[src/rtl/outputc.sv]
// Output physical-channel controller: round-robin flit arbiter, per-VC credit and
// lock tracking for the downstream input buffers, and a registered link stage.
module outputc #(
    parameter int ROUTERID = 0,
    parameter int PCHID    = 0,
    parameter int BUFDEPTH = 4,
    parameter int PORTW    = 3,
    parameter int VCHW     = 1,
    parameter int DATAW    = 32,
    localparam int NVC     = 1 << VCHW
) (
    input  logic             clk,
    input  logic             rst_,
    input  logic             req_0,
    input  logic             req_1,
    input  logic             req_2,
    input  logic             req_3,
    input  logic             req_4,
    input  logic [PORTW-1:0] port_0,
    input  logic [PORTW-1:0] port_1,
    input  logic [PORTW-1:0] port_2,
    input  logic [PORTW-1:0] port_3,
    input  logic [PORTW-1:0] port_4,
    input  logic [VCHW-1:0]  vch_0,
    input  logic [VCHW-1:0]  vch_1,
    input  logic [VCHW-1:0]  vch_2,
    input  logic [VCHW-1:0]  vch_3,
    input  logic [VCHW-1:0]  vch_4,
    output logic             grt_0,
    output logic             grt_1,
    output logic             grt_2,
    output logic             grt_3,
    output logic             grt_4,
    input  logic [DATAW-1:0] idata,
    input  logic             ivalid,
    input  logic [VCHW-1:0]  ivch,
    input  logic [NVC-1:0]   iack,
    output logic [NVC-1:0]   ordy,
    output logic [NVC-1:0]   olck,
    output logic [DATAW-1:0] odata,
    output logic             ovalid,
    output logic [VCHW-1:0]  ovch,
    output logic             err
);

    // Flit type lives in the top three data bits; BODY (3'd2) needs no special handling.
    localparam logic [2:0]       TYPE_NONE = 3'd0;
    localparam logic [2:0]       TYPE_HEAD = 3'd1;
    localparam logic [2:0]       TYPE_TAIL = 3'd3;
    localparam logic [3:0]       DEPTH     = 4'(BUFDEPTH);
    localparam logic [PORTW-1:0] PCH       = PORTW'(PCHID);

    logic [4:0]       req_v;
    logic [4:0]       grt_v;
    logic [4:0]       elig;
    logic [PORTW-1:0] port_v [5];
    logic [VCHW-1:0]  vch_v  [5];

    logic [3:0]       credit_q [NVC];
    logic [3:0]       credit_d [NVC];
    logic [NVC-1:0]   lck_q, lck_d;
    logic [NVC-1:0]   dec_v;
    logic [2:0]       ptr_q, ptr_d;
    logic             err_q, err_d;
    logic [DATAW-1:0] odata_q;
    logic             ovalid_q;
    logic [VCHW-1:0]  ovch_q;

    logic [2:0]       ftype;
    logic             fv;
    logic             found;
    int               idx;

    assign req_v  = {req_4, req_3, req_2, req_1, req_0};
    assign port_v = '{port_0, port_1, port_2, port_3, port_4};
    assign vch_v  = '{vch_0, vch_1, vch_2, vch_3, vch_4};
    assign {grt_4, grt_3, grt_2, grt_1, grt_0} = grt_v;

    assign ftype = idata[DATAW-1:DATAW-3];
    assign fv    = ivalid && (ftype != TYPE_NONE);

    always_comb begin
        for (int i = 0; i < 5; i++) begin
            elig[i] = req_v[i] && (port_v[i] == PCH) && (credit_q[vch_v[i]] != 4'd0);
        end
    end

    // Rotating priority: the search begins one past the last winner.
    always_comb begin
        grt_v = '0;
        ptr_d = ptr_q;
        found = 1'b0;
        idx   = 0;
        for (int k = 1; k <= 5; k++) begin
            idx = (int'(ptr_q) + k) % 5;
            if (!found && !rst_ && elig[idx]) begin
                grt_v[idx] = 1'b1;
                ptr_d      = 3'(idx);
                found      = 1'b1;
            end
        end
    end

    always_comb begin
        for (int v = 0; v < NVC; v++) begin
            dec_v[v] = fv && (ivch == VCHW'(v));
        end
    end

    // A simultaneous flit and credit return on the same VC cancel out.
    always_comb begin
        err_d = err_q;
        lck_d = lck_q;
        for (int v = 0; v < NVC; v++) begin
            credit_d[v] = credit_q[v];
            if (dec_v[v] && !iack[v]) begin
                if (credit_q[v] == 4'd0) err_d = 1'b1;
                else                     credit_d[v] = credit_q[v] - 4'd1;
            end else if (iack[v] && !dec_v[v]) begin
                if (credit_q[v] == DEPTH) err_d = 1'b1;
                else                      credit_d[v] = credit_q[v] + 4'd1;
            end
            if (dec_v[v]) begin
                if (ftype == TYPE_HEAD) begin
                    if (lck_q[v]) err_d = 1'b1;
                    lck_d[v] = 1'b1;
                end else if (ftype == TYPE_TAIL) begin
                    lck_d[v] = 1'b0;
                end
            end
        end
    end

    always_ff @(posedge clk) begin
        if (rst_) begin
            for (int v = 0; v < NVC; v++) credit_q[v] <= DEPTH;
            lck_q    <= '0;
            ptr_q    <= '0;
            err_q    <= 1'b0;
            odata_q  <= '0;
            ovalid_q <= 1'b0;
            ovch_q   <= '0;
        end else begin
            for (int v = 0; v < NVC; v++) credit_q[v] <= credit_d[v];
            lck_q    <= lck_d;
            ptr_q    <= ptr_d;
            err_q    <= err_d;
            ovalid_q <= fv;
            odata_q  <= fv ? idata : '0;
            if (fv) ovch_q <= ivch;
        end
    end

    always_comb begin
        for (int v = 0; v < NVC; v++) ordy[v] = (credit_q[v] != 4'd0);
    end

    assign olck   = lck_q;
    assign odata  = odata_q;
    assign ovalid = ovalid_q;
    assign ovch   = ovch_q;
    assign err    = err_q;

endmodule

[config.mk]
export PLATFORM = sky130hd
export DESIGN_NAME = outputc
export DESIGN_NICKNAME = d
export VERILOG_FILES = /design/src/rtl/outputc.sv
export SDC_FILE = /design/constraint.sdc
export NUM_CORES = 1
export LEC_CHECK = 0
export ABC_CLOCK_PERIOD_IN_PS = 13800
export CORE_MARGIN = 1.5
export CORE_UTILIZATION = 40
export DETAILED_ROUTE_END_ITERATION = 10
export GPL_ROUTABILITY_DRIVEN = 1
export PLACE_DENSITY = 0.65
export SYNTH_ARGS = -nofsm -noshare
export SYNTH_HDL_FRONTEND = slang
export SYNTH_SLANG_ARGS = --single-unit
[constraint.sdc]
create_clock -name clk -period 13.8 [get_ports clk]
set_input_delay 2.76 -clock clk [delete_from_list [all_inputs] [get_ports clk]]
set_output_delay 2.76 -clock clk [all_outputs]
set_load 0.03 [all_outputs]
-- Word level (Yosys, flattened, before mapping)
Memories as Yosys holds them, arrays and structs flattened.
Index checks and enable logic that the tools add are counted.
- bits in registers: 40
- RAM bits: 8
- bits of input ports: 63
- output and inout bits: 44
- memories kept: 1
- memory list (memory ; depth ; width ; rd ports ; clocked after Yosys merged registers in ; wr ports ; line ; source):
    credit_q ; 2 ; 4 ; 7 ; 0 ; 2 ; 59 ; logic [3:0] credit_q [NVC];
- add/sub/neg operators: 9
- divide/modulo/power cells: 5
- order comparisons: 10
- equal/unequal tests: 4
- multiplexer cells: 68
- bitwise logic cells: 8
- reductions and logical operators: 60
- operators with widths (kind ; count):
    32-bit by 1-bit >= comparator with 1-bit output, second input constant ; 5
    32-bit by 5-bit < comparator with 1-bit output, second input constant ; 5
    32-bit by 4-bit remainder unit with 32-bit output, second input constant ; 5
    4-bit two-way mux ; 10
    1-bit two-way mux ; 38
    1-bit logical AND ; 31
    4-bit nonzero test ; 7
    5-bit two-way mux ; 5
    5-bit OR ; 4
    1-bit binary-select mux with 3-bit select ; 5
    1-bit demux with 3-bit select ; 5
    3-bit zero test ; 5
    3-bit two-way mux ; 5
    1-bit zero test ; 9
    3-bit by 2-bit adder with 4-bit output, second input constant ; 2
    3-bit by 3-bit adder with 4-bit output, second input constant ; 2
    4-bit by 1-bit adder with 4-bit output, second input constant ; 2
    4-bit by 3-bit == test with 1-bit output, second input constant ; 2
    4-bit zero test ; 2
    4-bit by 1-bit subtractor with 4-bit output, second input constant ; 2
    5-bit nonzero test ; 1
    3-bit by 1-bit adder with 4-bit output, second input constant ; 1
    2-bit AND reduction ; 2
    3-bit by 1-bit == test with 1-bit output, second input constant ; 1
    6 further kinds ; 8

-- Longest topological paths before layout
Gate-level depths: netlist of the first run.
- depth after elaboration: 24
- mapped depth: 23
- mapped depth without buffers: 17

-- Worst setup path after synthesis of the first run
OpenSTA, ideal clock, no wires.
- path kind: flip-flop to output port
- start point: register ptr_q[0]
- end point: output grt_2
- data arrival time: 5.435 ns
- required time: 11.040 ns
- slack: 5.605 ns
- cell stages (with the launch flop): 24
- path buffers: 6
- path through: dfxtp_1 > buf_4 > buf_6 > clkbuf_1 > clkbuf_1 > inv_1 > ha_1 > buf_4 > xnor2_2 > inv_2 > ha_1 > or2_2 > o211ai_1 > nand2_1 > ha_1 > nand2b_1 > a31oi_4 > a2111o_1 > a22o_1 > a21oi_1 > and4b_1 > buf_6 > nand3_2 > o2111ai_1
- longest elaborated chain between the ends: 23
- elaborated cells between the ends (all ways): 76
- those cells by class: add/sub (5); div (5); order compare (10); mux (34); bitwise (4); reduce/logical (18)
- RTL lines (element ; line ; source):
    start, declared ; 63 ; logic [2:0] ptr_q, ptr_d;
    start signal, assigned ; 146 ; ptr_q <= ptr_d;
    parallel branches: the longest is 22 deep, another holds 32-bit by 4-bit remainder unit with 32-bit output ; -- ;
    5-bit two-way mux * ; 96 ; if (!found && !rst_ && elig[idx]) begin
    end, declared ; 31 ; output logic grt_2,
Every way passes the cells marked *. The select of a mux whose other input is x is not followed.

-- Worst setup path after layout of the first run
Same ends and word-level chain as after synthesis.

==> results.cfg, run 1 <==
[outcome]
status = complete, no violations

[timing]
period_share_pct = 69.05
drv_slew = 0
rsz0062_at_grt = no
fin_crit_ns = 9.528
tns_ns = 0
clock_skew_ns = 0.002289
hold_violations = 0
whs_ns = 0.4709
maxSlewHeadroom_pct = 28.10
setup_viol = 0
worstMarginPinSlew_ns = 1.069
max_freq_mhz = 104.9

[layout]
fillCellCount = 1173
layout.cells.most_common = clkdlybuf4s50_1
drive_gt1_share_pct = 10.22
mostFrequentLayoutCells = 106 x clkdlybuf4s50_1, 51 x nor2_1, 48 x dfxtp_1
area_growth_syn_to_layout_pct = 25.88
layoutNonFillerInstCount = 882
nNetsFinal = 819
diodes = 0

[power_and_ir_drop]
p_leak_nw = 2.457
power_mw = 1.329
power.density_nw_per_um2 = 208.3
peakVddDrop_mv = 0.07725

[routing]
vias = 5174
drt_wl_total_mm = 15.51
drc = 0
drt-initial-drc-count = 437
ant_nets = 0
firstDrtPassIters = 5
viasPerCell = 5.866
routedWlPerCell_um = 17.58

[die]
die_w_um = 115.6
core-area_um2 = 12160
io_pins = 107
die_y_um = 115.6
rows = 40
initial_core_util_pct = 41.67
dieArea_um2 = 13350

[synth]
syn_nets = 728
yosys_warnings = 0
async_reset_ff_share_pct = 0
synth.lib_cells_used.distinct = 110
synth_ff_type = dfxtp_1
ys_seq_elements = 48
synth_area_um2 = 5067
syn_area_per_cell_um2 = 8.147
synthCells = 622
synth_edf_count = 0
ys_seq_area_share_pct = 18.96

[worst_setup_path]
rrSetupSlack_ns = 7.99
start_kind = register
reg2reg_to = ptr_q[2]
cp-end-kind = primary output
cp.arrival_ns = 6.77
criticalPathCategory = register to primary output
r2r-start = ptr_q[0]
r2r_cells = 17
critPathMaxFanout = 42
required_ns = 11.04

[min_path]
min_path_cells = 2
whs_endpoint = ovch
hold_path.class = register to register
min_from = ovch

[global_routing]
grt_max_degree = 43
grt_overflow_total = 0
grt_pass1_vias = 4993
antenna_found_initial = 0
grt_pass1_wl_mm = 24.67
grt.total_usage_pct = 23.26

[clock_network]
postCtsSetupBuffers = 0
h-tree-depth = 2
cts_resized = 0
cts_root_buf = clkbuf_16
clk-insertion-delay-late_ns = 0.29
cts_buffers = 5
clkSinkCount = 48
clkSlewWorstSetupHoldPaths_ns = 0.07
cts_buffer_depth = 2
cts_tree = yes
postCtsHoldBufs = 0

[placed_design]
dp_hpwl_mm = 12.19
dp.cells = 874
port_buffers = 106
place.gp.congestion = 0.9314

[run]
maxCapViolCount = 0
[synthesized netlist by cell type (all sizes together) (9+ instances only)]
cell / instances / area [um2]
a211oi: 16 / 140.1
a21oi: 29 / 167.7
and2: 34 / 212.7
buf: 12 / 97.59
clkbuf: 16 / 60.06
dfxtp: 48 / 960.9
ha: 41 / 513.0
inv: 43 / 166.4
mux2i: 18 / 192.7
nand2: 45 / 171.4
nand3: 24 / 137.6
nor2: 51 / 191.4
nor3: 18 / 95.09
nor4: 10 / 83.83
o21ai: 29 / 167.7
xnor2: 9 / 101.4
[routing by layer]
layer  up-vias  part of all wire [%]  global-route usage (%)  routed length [um]
met5         -                     0                       0                   0
met4         0                   3.5                   10.70                 550
met3        43                   6.1                   4.916                 951
met2       198                    47                   38.86                7286
met1      2430                    43                   28.72                6721
li1       2503                     -                       -                   -
[cell families after synthesis]
family,share of synthesized area (%)
and+or+nand+nor,27.48
xor gates and xnor gates,3.753
AOI/OAI and AO/OA,27.43
buffers and inverters,6.469
DFF,18.96
adders and majority gates,10.91
muxes,4.987
[flip-flops by register name (all words and copies together), names as in the netlist]
name,cells
credit_q,8
err,1
odata,32
olck,2
ovalid,1
ovch,1
ptr_q,3
[worst max path at each step]
stage,slack [ns],endpoint,cells after the start,startpoint
6_report,4.27,grt_2,18,ptr_q[0]
5_1_grt,3.94,grt_2,18,ptr_q[0]
4_1_cts,4.37,grt_0,18,ptr_q[0]
3_5_place_dp,4.60,grt_0,10,port_3[1]
3_3_place_gp,4.67,grt_0,10,port_3[1]
2_1_floorplan,5.61,grt_2,23,ptr_q[0]
[stage by stage]
step | utilization (%) | instance area, um2 | setup slack (ns)
3_5_place_dp | 51.19 | 6226 | 4.603
6_report | 52.45 | 6379 | 4.272
3_3_place_gp | 51.19 | 6226 | 4.673
5_1_grt | 52.45 | 6379 | 3.943
4_1_cts | 52.45 | 6379 | 4.373
2_1_floorplan | - | 5067 | 5.605
[cell type report]
| type | count | area, um2 | area share, % |
|---|---|---|---|
| Clock buffer | 6 | 138.9 | 2.177 |
| Inverter | 44 | 170.2 | 2.668 |
| Sequential cell | 48 | 960.9 | 15.06 |
| Timing Repair Buffer | 112 | 1106 | 17.34 |
| Clock inverter | 2 | 13.76 | 0.2158 |
| Multi-Input combinational cell | 502 | 3779 | 59.24 |
| Tap cell | 168 | 210.2 | 3.295 |
[report_power, final]
group,internal [mW],switching [mW],leakage [nW]
Sequential,0.151,0.00884,0.394
Combinational,0.393,0.649,1.99
Clock,0.0726,0.0551,0.0772
[critical path, cell delays in order, from the launching register on]
cell and delay, ns:
dfxtp_1 0.31, buf_4 0.42, inv_1 0.20, ha_1 0.75, inv_1 0.44, ha_1 0.39
or2_2 0.31, o211ai_1 0.38, nand2_1 0.27, ha_1 0.28, nand2b_1 0.21, a31oi_4 0.30
mux2_2 0.39, o221ai_1 0.22, a211oi_2 0.10, a21oi_2 0.38, o2111ai_1 0.20, o2111ai_1 0.17
clkdlybuf4s50_1 0.72
Note: power is estimated with default switching activity, not from simulation.
==> run 2, diff against run 1 <==
--- a/config.mk
+++ b/config.mk
@@ -5,12 +5,12 @@
 export SDC_FILE = /design/constraint.sdc
 export NUM_CORES = 1
 export LEC_CHECK = 0
-export ABC_CLOCK_PERIOD_IN_PS = 13800
+export ABC_CLOCK_PERIOD_IN_PS = 8230
 export CORE_MARGIN = 1.5
 export CORE_UTILIZATION = 40
 export DETAILED_ROUTE_END_ITERATION = 10
 export GPL_ROUTABILITY_DRIVEN = 1
-export PLACE_DENSITY = 0.65
+export PLACE_DENSITY = 0.68
 export SYNTH_ARGS = -nofsm -noshare
 export SYNTH_HDL_FRONTEND = slang
 export SYNTH_SLANG_ARGS = --single-unit
==> constraint.sdc (replaced) <==
create_clock -name clk -period 8.23 [get_ports clk]
set_input_delay 1.646 -clock clk [delete_from_list [all_inputs] [get_ports clk]]
set_output_delay 1.646 -clock clk [all_outputs]
set_load 0.03 [all_outputs]
==> results.cfg, run 2 (synthesized netlist as in run 1, its figures left out) <==
[die]
die_y_um = 115.6
rows = 40
core-area_um2 = 12160
die_w_um = 115.6
dieArea_um2 = 13350
initial_core_util_pct = 41.67
io_pins = 107

[timing]
period_share_pct = 94.49
rsz0062_at_grt = no
whs_ns = 0.4553
drv_slew = 0
tns_ns = 0
fin_crit_ns = 7.776
worstMarginPinSlew_ns = 0.9035
hold_violations = 0
clock_skew_ns = 0.01058
setup_viol = 0
max_freq_mhz = 128.6
maxSlewHeadroom_pct = 39.77

[layout]
mostFrequentLayoutCells = 106 x clkdlybuf4s50_1, 51 x nor2_1, 47 x dfxtp_1
largest_reg_flops = 32
nNetsFinal = 820
drive_gt1_share_pct = 10.36
layout.cells.most_common = clkdlybuf4s50_1
diodes = 0
fin_area_um2 = 6382
area_growth_syn_to_layout_pct = 25.95

[clock_network]
cts_buffer_depth = 2
clk-insertion-delay-late_ns = 0.29
h-tree-depth = 2
cts_buffers = 5
cts_tree = yes
postCtsSetupBuffers = 0
clkSinkCount = 48
clkSlewWorstSetupHoldPaths_ns = 0.07
postCtsHoldBufs = 0
cts_resized = 0
cts_root_buf = clkbuf_16

[global_routing]
grt_pass1_wl_mm = 23.67
grt.total_usage_pct = 22.14
grt_overflow_total = 0
grt_max_degree = 31
grt_pass1_vias = 4848
antenna_found_initial = 0

[worst_setup_path]
crit_slowest_cell = clkdlybuf4s50_1
critPathTopFamily = compound AO/OA/AOI/OAI gates
r2r_cells = 16
cp.depth = 18
rrSetupSlack_ns = 2.91
crit_path_max_incr_delay_ns = 0.73
critPathMaxFanout = 14
r2r-start = ptr_q[1]
cp-end-kind = primary output
criticalPathCategory = register to primary output
cp.arrival_ns = 6.13
path_cells = inv_1, ha_1, xnor2_2, inv_2, ha_1, or2_2, o211ai_1, nand2_1, ha_1, nand2b_1, a31o_2, and3_1, nor4b_2, a211oi_2, a21oi_2, o2111ai_1, o2111ai_1, clkdlybuf4s50_1
critPathBufInv = 3
start_kind = register
reg2reg_to = ptr_q[0]
required_ns = 6.58
crit_top_cell = ha_1

[power_and_ir_drop]
sw_frac_of_total_pct = 53.49
switchingPower_mw = 1.192
power_frac_clock_pct = 9.4
internal-power_mw = 1.036
power.density_nw_per_um2 = 349.1
pwr-share-seq_pct = 12.5
combPwrFrac_pct = 78.1
peakVddDrop_mv = 0.1274
p_leak_nw = 2.458

[routing]
drc = 0
firstDrtPassIters = 5
ant_nets = 0
drt-initial-drc-count = 344
routedWlPerCell_um = 17.32
viasPerCell = 5.891
vias = 5196
drt_wl_total_mm = 15.28

[placed_design]
port_buffers = 106
dp_hpwl_mm = 12.01
dpl_cell_area_um2 = 6233
place.gp.congestion = 0.9551

[min_path]
whs_endpoint = ovch
min_from = ovch
min_path_cells = 2
hold_path.class = register to register

[run]
maxCapViolCount = 0

[outcome]
status = complete, no violations
## run 2: cell types whose count changed in the layout (fill, tap and decap cells not counted)
cell / before / now
buf_4: 6 / 7
clkinv_2: 1 / 0
clkinv_4: 0 / 1
dfxtp_1: 48 / 47
dfxtp_2: 0 / 1
inv_6: 2 / 1
## run 2: power by group through the flow
| stage | sequential [mW] | clock (mW) | combinational [mW] |
|---|---|---|---|
| 4_1_cts | 0.278 | 0.215 | 1.70 |
| 6_report | 0.279 | 0.209 | 1.74 |
| 2_1_floorplan | 0.289 | 0 | 1.32 |
| 3_3_place_gp | 0.283 | 0 | 1.66 |
| 3_5_place_dp | 0.283 | 0 | 1.70 |
| 5_1_grt | 0.281 | 0.223 | 1.88 |
## run 2: worst max-delay path by stage
| stage | slack (ns) | end | from |
|---|---|---|---|
| global placement | 0.87 | grt_2 | ptr_q[1] |
| detailed placement | 0.66 | grt_2 | ptr_q[1] |
| CTS | 0.33 | grt_2 | ptr_q[1] |
| finish | 0.45 | grt_2 | ptr_q[1] |
| floorplan | 1.15 | grt_2 | ptr_q[0] |
| global route | 0.02 | grt_0 | ptr_q[1] |
## run 2: worst reg2reg max path, stage by stage, from the launching register on
cell and delay (ns):
dfxtp_2 0.50, ha_1 0.48, xor2_4 0.33, ha_1 0.38, nor4b_2 0.12, nor3_2 0.28, xnor2_2 0.18, inv_2 0.10
ha_1 0.25, a222oi_1 0.43, o2bb2ai_1 0.47, mux2i_1 0.44, nor3_1 0.11, a31oi_2 0.33, a2bb2oi_1 0.40, mux2i_1 0.23
nand3_1 0.14
## run 2: metal layers
layer,vias to the layer above,part of all wire [%],track usage (%)
met5,-,0,0
met4,0,2.2,6.749
met3,31,6.7,4.079
met2,240,49,38.82
met1,2425,42,27.56
li1,2500,-,-
## run 2: area by class of cell
cell class | instances | area (um2)
fill | 1142 | 5779
multi-input combinational | 502 | 3779
timing repair buffer | 113 | 1114
sequential | 48 | 962.2
tap | 168 | 210.2
inverter | 44 | 170.2
clock buffer | 6 | 138.9
clock inverter | 1 | 8.758
## run 2: metrics by stage
stage                     setup WS, ns  power (mW)  utilization (%)  std cells
after detailed placement        0.6614       1.978            51.26        875
final                           0.4536       2.228            52.48        882
after floorplan                  1.149       1.606                -        622
after global routing           0.02194       2.387            52.48        882
after global placement          0.8712       1.943            51.26        875
after CTS                       0.3325       2.197            52.47        882
==> run 3, diff against run 2 <==
--- a/config.mk
+++ b/config.mk
@@ -11,6 +11,7 @@
 export DETAILED_ROUTE_END_ITERATION = 10
 export GPL_ROUTABILITY_DRIVEN = 1
 export PLACE_DENSITY = 0.68
+export RECOVER_POWER = 50
 export SYNTH_ARGS = -nofsm -noshare
 export SYNTH_HDL_FRONTEND = slang
 export SYNTH_SLANG_ARGS = --single-unit
==> results.cfg, run 3 (synthesized netlist as in run 1, its figures left out) <==
[outcome]
status = complete, no violations

[layout]
layoutNonFillerInstCount = 882
layout.cells.most_common = clkdlybuf4s50_1
ff_latch_area_um2 = 962.2
nNetsFinal = 820
fillCellCount = 1145
fin_util_pct = 52.42
area_growth_syn_to_layout_pct = 25.80
largest_reg_flops = 32
multi_input_area_um2 = 3779
fin_area_um2 = 6375
drive_gt1_share_pct = 10.08
mostFrequentLayoutCells = 68 x clkdlybuf4s50_1, 51 x nor2_1, 47 x dfxtp_1
diodes = 0

[timing]
period_share_pct = 94.55
rsz0062_at_grt = no
worstMarginPinSlew_ns = 1.234
hold_violations = 0
drv_slew = 0
maxSlewHeadroom_pct = 17.75
tns_ns = 0
fin_crit_ns = 7.781
max_freq_mhz = 128.5
whs_ns = 0.4515
setup_viol = 0
final.setup.worst_slack_ns = 0.4487
clock_skew_ns = 0.008646

[power_and_ir_drop]
p_leak_nw = 2.555
power.density_nw_per_um2 = 349.6
combPwrFrac_pct = 78.2
power_mw = 2.229
internal-power_mw = 1.033
power_frac_clock_pct = 9.3
sw_frac_of_total_pct = 53.66
switchingPower_mw = 1.196
pwr-share-seq_pct = 12.5
peakVddDrop_mv = 0.1276

[min_path]
min_from = ovch
hold_path.class = register to register

[clock_network]
cts_root_buf = clkbuf_16
postCtsHoldBufs = 0
cts_buffers = 5
clkSlewWorstSetupHoldPaths_ns = 0.07
cts_tree = yes
cts_buffer_depth = 2
clkSinkCount = 48
clk-insertion-delay-late_ns = 0.29
h-tree-depth = 2
cts_resized = 0
postCtsSetupBuffers = 0

[placed_design]
dp_hpwl_mm = 12.01
place_ws_ns = 0.6614
dpl_cell_area_um2 = 6233
port_buffers = 106
dp.cells = 875
place.gp.congestion = 0.9551

[global_routing]
grt_overflow_total = 0
grt_pass1_wl_mm = 23.67
grt.total_usage_pct = 22.14
grt_pass1_vias = 4848
grt_busiest_layer = met2
grt_max_degree = 31
grt.met1_usage_pct = 27.56
use_met2_pct = 38.82
antenna_found_initial = 0
gr-usage-met3_pct = 4.079

[die]
io_pins = 107
die_y_um = 115.6
die_w_um = 115.6
initial_core_util_pct = 41.67
dieArea_um2 = 13350
rows = 40
core-area_um2 = 12160

[worst_setup_path]
cp.arrival_ns = 6.14
path_cells = buf_4, ha_1, o31ai_1, xnor2_1, ha_1, and2b_1, a2bb2oi_1, o2bb2a_1, a222oi_1, a221o_1, nand3_4, and4b_1, nand3_2, o2111ai_1, clkdlybuf4s50_1
crit_slowest_cell = clkdlybuf4s50_1
cp-end-kind = primary output
crit_path_max_incr_delay_ns = 0.72
criticalPathCategory = register to primary output
critPathBufInv = 2
required_ns = 6.58
start_kind = register
critPathMaxFanout = 15
critPathTopFamily = compound AO/OA/AOI/OAI gates
startpoint = ptr_q[2]
r2r-start = ptr_q[1]
crit_top_cell = ha_1

[routing]
ant_nets = 0
viasPerCell = 5.846
routedWlPerCell_um = 17.40
vias = 5156
drt_wl_total_mm = 15.35
drc = 0
firstDrtPassIters = 6
drt-initial-drc-count = 347

[run]
maxCapViolCount = 0
## run 3: cell types whose count changed in the layout (fill, tap and decap cells not counted)
cell	previous run	this run
clkbuf_1	0	2
buf_4	7	5
dlygate4sd3_1	0	38
clkdlybuf4s50_1	106	68
## run 3: final cells by class
type,instances,area share [%]
Sequential cell,48,15.09
Tap cell,168,3.297
Inverter,44,2.669
Clock buffer,6,2.179
Multi-Input combinational cell,502,59.27
Timing Repair Buffer,113,17.35
Clock inverter,1,0.1374
## run 3: final timing paths
path,to,slack [ns],depth (start not counted)
setup / recovery,grt_2,0.45,15
setup reg to reg,ptr_q[0],2.89,16
hold reg to reg,ovch,0.45,2
hold / removal,ovch,0.45,2
## run 3: power by group through the flow
stage | combinational [mW] | sequential [mW] | clock (mW)
floorplan | 1.32 | 0.289 | 0
global placement | 1.66 | 0.283 | 0
detailed placement | 1.70 | 0.283 | 0
CTS | 1.70 | 0.278 | 0.215
global route | 1.88 | 0.280 | 0.223
finish | 1.74 | 0.278 | 0.208
## run 3: layer usage
layer | part of all wire (%) | wire length [um] | vias to the layer above
met5 | 0 | 0 | -
met4 | 1.9 | 284 | 0
met3 | 6.8 | 1049 | 23
met2 | 49 | 7526 | 221
met1 | 42 | 6486 | 2416
li1 | - | - | 2496
## run 3: worst reg2reg max path, cell delays in order (launching register included)
cell and delay [ns]:
dfxtp_2 0.50, ha_1 0.48, xor2_4 0.20, ha_1 0.33, nor4b_2 0.40, nor3_2 0.12, xnor2_2 0.25, inv_2 0.11
ha_1 0.26, a222oi_1 0.42, o2bb2ai_1 0.48, mux2i_1 0.44, nor3_1 0.11, a31oi_2 0.34, a2bb2oi_1 0.39, mux2i_1 0.23
nand3_1 0.14
